$ cat config.mk
export PLATFORM = sky130hd
export DESIGN_NAME = seq_shift_unit
export DESIGN_NICKNAME = d
export VERILOG_FILES = /design/src/rtl/shift_pkg.sv /design/src/rtl/shift_step.sv /design/src/rtl/seq_shift_unit.sv
export SDC_FILE = /design/constraint.sdc
export NUM_CORES = 1
export LEC_CHECK = 0
export ABC_AREA = 1
export CORE_ASPECT_RATIO = 0.75
export CORE_MARGIN = 2
export CORE_UTILIZATION = 35
export CTS_CLUSTER_DIAMETER = 40
export DETAILED_ROUTE_END_ITERATION = 16
export PLACE_DENSITY = 0.66
export SETUP_SLACK_MARGIN = 0.3
export SLEW_MARGIN = 20
export SYNTH_ARGS = -nofsm -noshare
export SYNTH_HDL_FRONTEND = slang
export SYNTH_SLANG_ARGS = --single-unit
$ cat constraint.sdc
create_clock -name clk -period 2.1 [get_ports clk]
set_input_delay 0.63 -clock clk [delete_from_list [all_inputs] [get_ports clk]]
set_output_delay 0.63 -clock clk [all_outputs]
set_load 0.005 [all_outputs]
$ cat src/rtl/shift_pkg.sv
// Shared encodings for the iterative shifter: op codes and FSM states.
package shift_pkg;

    localparam logic [1:0] OP_SLL = 2'b00;
    localparam logic [1:0] OP_SRL = 2'b01;
    localparam logic [1:0] OP_SRA = 2'b10;
    localparam logic [1:0] OP_ROR = 2'b11;

    typedef enum logic [1:0] {
        IDLE   = 2'd0,
        SHIFT  = 2'd1,
        FINISH = 2'd2
    } state_t;

endpackage

$ cat src/rtl/shift_step.sv
// One combinational shift step of 1 or 4 positions for SLL/SRL/SRA/ROR.
module shift_step
    import shift_pkg::*;
#(
    parameter int unsigned WIDTH = 32
) (
    input  logic [WIDTH-1:0] work,
    input  logic [1:0]       op,
    input  logic             step4,
    output logic [WIDTH-1:0] next_work
);

    always_comb begin
        next_work = work;
        if (step4) begin
            unique case (op)
                OP_SLL: next_work = {work[WIDTH-5:0], 4'b0000};
                OP_SRL: next_work = {4'b0000, work[WIDTH-1:4]};
                OP_SRA: next_work = {{4{work[WIDTH-1]}}, work[WIDTH-1:4]};
                OP_ROR: next_work = {work[3:0], work[WIDTH-1:4]};
                default: next_work = work;
            endcase
        end else begin
            unique case (op)
                OP_SLL: next_work = {work[WIDTH-2:0], 1'b0};
                OP_SRL: next_work = {1'b0, work[WIDTH-1:1]};
                OP_SRA: next_work = {work[WIDTH-1], work[WIDTH-1:1]};
                OP_ROR: next_work = {work[0], work[WIDTH-1:1]};
                default: next_work = work;
            endcase
        end
    end

endmodule

$ cat src/rtl/seq_shift_unit.sv
// Iterative multi-cycle shifter with registered result and one-cycle done pulse.
// Define SEQ_SHIFT_FAST_EN to step four positions per cycle while cnt >= 4.
module seq_shift_unit
    import shift_pkg::*;
#(
    parameter int unsigned WIDTH   = 32,
    parameter int unsigned SHAMT_W = 5
) (
    input  logic               clk,
    input  logic               reset,
    input  logic               start,
    input  logic [1:0]         op,
    input  logic [WIDTH-1:0]   a,
    input  logic [SHAMT_W-1:0] shamt,
    output logic               busy,
    output logic               done,
    output logic [WIDTH-1:0]   result
);

    state_t             state_q, state_d;
    logic [WIDTH-1:0]   work_q, work_d;
    logic [WIDTH-1:0]   result_q, result_d;
    logic [SHAMT_W-1:0] cnt_q, cnt_d;
    logic [1:0]         op_q, op_d;
    logic [WIDTH-1:0]   next_work;
    logic               step4;
    logic [SHAMT_W-1:0] step_amt;

`ifdef SEQ_SHIFT_FAST_EN
    assign step4 = (cnt_q >= SHAMT_W'(4));
`else
    assign step4 = 1'b0;
`endif
    assign step_amt = step4 ? SHAMT_W'(4) : SHAMT_W'(1);

    shift_step #(
        .WIDTH(WIDTH)
    ) u_shift_step (
        .work     (work_q),
        .op       (op_q),
        .step4    (step4),
        .next_work(next_work)
    );

    // result is loaded on entry to FINISH so it is already valid while done is high
    always_comb begin
        state_d  = state_q;
        work_d   = work_q;
        cnt_d    = cnt_q;
        op_d     = op_q;
        result_d = result_q;
        busy     = 1'b0;
        done     = 1'b0;
        unique case (state_q)
            IDLE: begin
                if (start) begin
                    work_d = a;
                    op_d   = op;
                    cnt_d  = shamt;
                    if (shamt == '0) begin
                        state_d  = FINISH;
                        result_d = a;
                    end else begin
                        state_d = SHIFT;
                    end
                end
            end
            SHIFT: begin
                busy   = 1'b1;
                work_d = next_work;
                cnt_d  = cnt_q - step_amt;
                if (cnt_q == step_amt) begin
                    state_d  = FINISH;
                    result_d = next_work;
                end
            end
            FINISH: begin
                busy    = 1'b1;
                done    = 1'b1;
                state_d = IDLE;
            end
            default: state_d = IDLE;
        endcase
    end

    always_ff @(posedge clk) begin
        if (!reset) begin
            state_q  <= IDLE;
            work_q   <= '0;
            result_q <= '0;
            cnt_q    <= '0;
            op_q     <= OP_SLL;
        end else begin
            state_q  <= state_d;
            work_q   <= work_d;
            result_q <= result_d;
            cnt_q    <= cnt_d;
            op_q     <= op_d;
        end
    end

    assign result = result_q;

endmodule

Word-level counts from Yosys, hierarchy flattened
Cells that the tools add are included.
{"block": "word_totals", "ff_bits": 73, "wordCells": 39, "output_inout_bits": 34, "input_bits": 42}
{"block": "op_classes", "mux": 15, "add_sub_neg": 1, "reduce_logical": 9, "n_eq_ne": 9}
{"cell": "32-bit two-way mux", "n": 4}
{"cell": "32-bit case mux with 2 select lines", "n": 2}
{"cell": "32-bit case mux with 4 select lines", "n": 1}
{"cell": "5-bit case mux with 2 select lines", "n": 1}
{"cell": "2-bit == test (second input constant)", "n": 3}
{"cell": "2-bit two-way mux", "n": 3}
{"cell": "2-bit != test (second input constant)", "n": 3}
{"cell": "2-bit AND reduction", "n": 3}
{"cell": "5-bit by 1-bit == test with 1-bit output (second input constant)", "n": 1}
{"cell": "5-bit logical NOT", "n": 1}
{"cell": "5-bit two-way mux", "n": 1}
{"cell": "5-bit by 1-bit subtractor with 5-bit output (second input constant)", "n": 1}
{"cell": "2-bit by 1-bit == test with 1-bit output (second input constant)", "n": 2}
{"cell": "2-bit logical NOT", "n": 2}
{"cell": "2-bit case mux with 2 select lines", "n": 1}
{"cell": "4-bit AND reduction", "n": 1}
{"cell": "1-bit two-way mux", "n": 2}
{"cell": "2-bit nonzero test", "n": 1}
{"cell": "2-bit OR reduction", "n": 1}

Longest topological paths before layout
{"block": "logic_depth", "ltp_word": 4, "ltp_mapped": 11, "mapped_depth_nobuf": 10}

Cells and area by module
Synthesis repeated with hierarchy kept, for this count alone.
{"block": "unflattened", "hier_cells": 715, "hier_area_um2": 4261.6}
{"mod": "seq_shift_unit", "area_each_um2": 3305.7, "seq_area_each_um2": 1461.4, "n_inst": 1, "cells_each": 476}
{"mod": "shift_step", "area_each_um2": 955.9, "seq_area_each_um2": 0.0, "n_inst": 1, "cells_each": 239}

Worst setup path before layout
No wires, ideal clock.
{"block": "synth_timing", "path_type": "reg2reg", "from": "register state_q[0]", "to": "register work_q[22]", "stages_incl_launch_ff": 10, "synth_period_minus_slack_ns": 1.561, "arrival_ns": 1.450, "required_ns": 1.989, "setup_time_ns": 0.111, "slack_ns": 0.539, "n_path_buf": 2, "cell_sequence": "dfxtp_1 > inv_1 > ha_1 > nand2_2 > o21ai_1 > buf_4 > buf_2 > or2_2 > nand3_1 > inv_1"}
{"block": "synth_between", "elab_chain_len": 3, "elab_cells_between_ends": 6, "cone_classes": "eq/ne: 2; mux: 1; reduce/logical: 3"}
{"item": "start: declaration", "line_no": "seq_shift_unit.sv:20", "rtl": "state_t state_q, state_d;"}
{"item": "start signal: assignment", "line_no": "seq_shift_unit.sv:94", "rtl": "state_q <= state_d;"}
{"item": "2-bit by 1-bit == test with 1-bit output or 2-bit logical NOT (tied branches)", "line_no": "seq_shift_unit.sv:54", "rtl": "unique case (state_q)"}
{"item": "2-bit nonzero test (no line) or 2-bit != test (tied branches)"}
{"item": "2-bit AND reduction (no line)"}
{"item": "end signal: assignment", "line_no": "seq_shift_unit.sv:95", "rtl": "work_q <= work_d;"}
{"item": "end: declaration", "line_no": "seq_shift_unit.sv:21", "rtl": "logic [WIDTH-1:0] work_q, work_d;"}
Parallel ways exist; a longest one is shown, timed or not.
A chain may end at the register's enable or synchronous reset.

Final worst setup path
{"block": "layout_timing", "from": "register state_q[1]", "to": "output busy"}
{"block": "layout_between", "elab_chain_len": 3, "elab_cells_between_ends": 4, "cone_classes": "eq/ne: 2; mux: 1; reduce/logical: 1"}
{"item": "2-bit by 1-bit == test with 1-bit output or 2-bit == test (tied branches)", "line_no": "seq_shift_unit.sv:54"}
{"item": "2-bit OR reduction (no line) (*)"}
{"item": "1-bit two-way mux (*)", "line_no": "seq_shift_unit.sv:54"}
{"item": "end: declaration", "line_no": "seq_shift_unit.sv:15", "rtl": "output logic busy,"}
Every way passes the cells marked *; elsewhere a longest branch is shown, timed or not.

==> impl_metrics.toml <==
[final_layout]
nets = 732
final_common_cell = "nand2_1"
fillCellCount = 1091
final_cell_mix = "nand2_1, inv_1, nor2_1, dfxtp_1, o21ai_0"
layout-drive-gt1-share = 0.116
fin_cells = 830
n_antenna_cell = 0
syn_to_final_growth_pct = 36.5

[timing]
setup_violations = 0
hold_viol = 0
skew_ps = 6.69
tns_ps = 0
max_slew_margin = 0.720
fin_crit_ps = 1760
tightest_slew_ps = 420
grt_setup_unrepaired = "true"
fmax_mhz = 569
final-max-slew-violation-count = 0
post-route-period-util = 0.837

[synth]
synth.area.top_cells = "dfxtp_1, nand2_1, inv_1"
yosysTopAreaCellShare = 0.377
ys_types = 23
ys_seq_area_frac = 0.377
synth_top_area_cell = "dfxtp_1"
syn_area_sq_um = 3870
avgSynthCellArea_sq_um = 6.37
synthesis.instances = 608
syn_nets = 655
synth_warnings = 0
synth_seq_cells = 73

[min_path]
holdPathEnd = "cnt_q[2]"
worstHoldStart = "cnt_q[2]"
worstHoldPathCells = 2
min_path_type = "flip-flop to flip-flop"

[pwr]
p_per_area_nw_per_um2 = 1540
power_switching_uw = 3290
p_leak_uw = 0.00294
ir_drop_v = 0.000708
intPower_uw = 4840
seq_power_share = 0.287
p_comb_frac = 0.516
power_uw = 8130
p_sw_frac = 0.405
pwr-share-clk = 0.197

[worst_setup_path]
r2r_end = "result[14]"
worstPathRequired_ps = 1470
cp.arrival_ps = 1130
critPathLaunchType = "flip-flop"
r2r_slack_ps = 420
cp-end-kind = "output pin"
cp_max_fo = 3
path_class = "flip-flop to output pin"
rr_startpoint = "state_q[0]"
reg2reg_depth = 9

[detailed_routing]
vias_per_cell = 4.71
antenna_left = 0
drtPass1Iterations = 5
drt_iter0_drc = 230
vias = 3909
wl_per_cell_um = 12.3
drc = 0
wl_um = 10200

[global_route]
grt_max_degree = 34
grt_pass1_vias = 3775
grt_use_total = 0.177
antenna_found_initial = 0
grt_pass1_wl_um = 17200
grt_overflow_total = 0

[clock_network]
cts_buffer_depth = 2
tritoncts = "yes"
htree_levels = 3
root_buffer = "clkbuf_16"
path_clk_slew_ps = 60
hold_buffers = 0
clock_latency_ps = 330
clock_sinks = 73
cts_buffers = 9

[place]
place.gp.congestion = 0.800
dp.cells = 807
portBuffers = 75
hpwlAfterDp_um = 7040

[floorplan]
die_area_sq_um = 11900
io_pins = 76
chipWidth_um = 126
core_area_sq_um = 10900
initial_core_util = 0.357
die_height_um = 95.1
rows = 33

[run]
max_cap_violations = 0

[status]
outcome = "finished, final reports clean"
## synth_stat cells
library cell  instances
o21ai_1               1
clkbuf_1             14
inv_1                90
nand2_2               1
inv_2                 2
ha_1                  5
buf_4                 4
buf_2                16
o211ai_1             16
o21bai_1             14
a21oi_1              12
dfxtp_1              73
or2_2                 8
nand3_4               1
nand3_1              40
o21ai_0              53
nand2_1             154
buf_1                 2
nor2_2                1
nor2_1               83
buf_6                 3
nor3_1               14
nand4_1               1
## final cells by class
type,count,area (sq um),area share
clock buffer,10,229,0.0433
clock inverter,6,82.6,0.0156
inverter,92,348,0.0658
multi-input combinational,404,1920,0.363
sequential,73,1470,0.278
tap,140,175,0.0331
timing repair buffer,105,1070,0.202
## cell families (layout without fill, tap and decap cells)
family                     Yosys count  after routing  share of synthesized area
DFF                                 73             73                      0.377
AOI/OAI and AO/OA                   96             96                      0.143
adders and majority gates            5              5                     0.0161
and+or+nand+nor                    303            303                      0.322
buffers and inverters              131            213                      0.142
## how the worst max path moves through the flow
stage,to,cells after the start,startpoint
after floorplan,work_q[22],9,state_q[0]
after global placement,cnt_q[4],7,start
after detailed placement,cnt_q[4],7,start
after CTS,result[4],1,result[4]
after global routing,busy,3,state_q[1]
final,busy,3,state_q[1]
## power groups by stage
stage | clock network (uW) | logic (uW) | registers [uW]
after CTS | 1640 | 4120 | 2330
after global routing | 1710 | 4770 | 2420
final | 1600 | 4190 | 2340
after floorplan | 0 | 2720 | 2290
after global placement | 0 | 3970 | 2340
after detailed placement | 0 | 4050 | 2340
## metal layers
layer  part of all wire  track usage  wire length (um)  vias to the layer above
met5                  0            0                 0                        -
met4             0.0066       0.0444                68                        0
met3              0.058       0.0516               597                        9
met2               0.43        0.282              4400                      108
met1               0.50        0.237              5160                     1757
li1                   -            -                 -                     2035
## state kept, by name, summed over array words and instances (netlist names)
signal and count:
result 32, work_q 32, cnt_q 5, op_q 2, state_q 2
## what timing repair did
action                                  4_1_cts  5_1_grt
gates cloned                                  1        0
hold endpoints to repair                      0        0
gates resized for setup                      37       30
pin swaps                                     0        7
endpoints found under the setup margin       28       48
buffers inserted                              4        2
## critical path: stages (launching register included)
cell and delay (ps):
dfxtp_2 330, inv_2 60, ha_2 310, buf_2 100
## stage by stage
step | cell area (sq um) | util | worst slack [ps] | hold slack, ps
2_1_floorplan | 3870 | - | 539 | 453
3_3_place_gp | 4830 | 0.445 | -5.06 | 465
3_5_place_dp | 4830 | 0.445 | -78.1 | 480
4_1_cts | 5190 | 0.478 | 300 | 487
5_1_grt | 5290 | 0.487 | 289 | 516
6_report | 5290 | 0.487 | 343 | 486
Power figures use the tool's default switching activity.
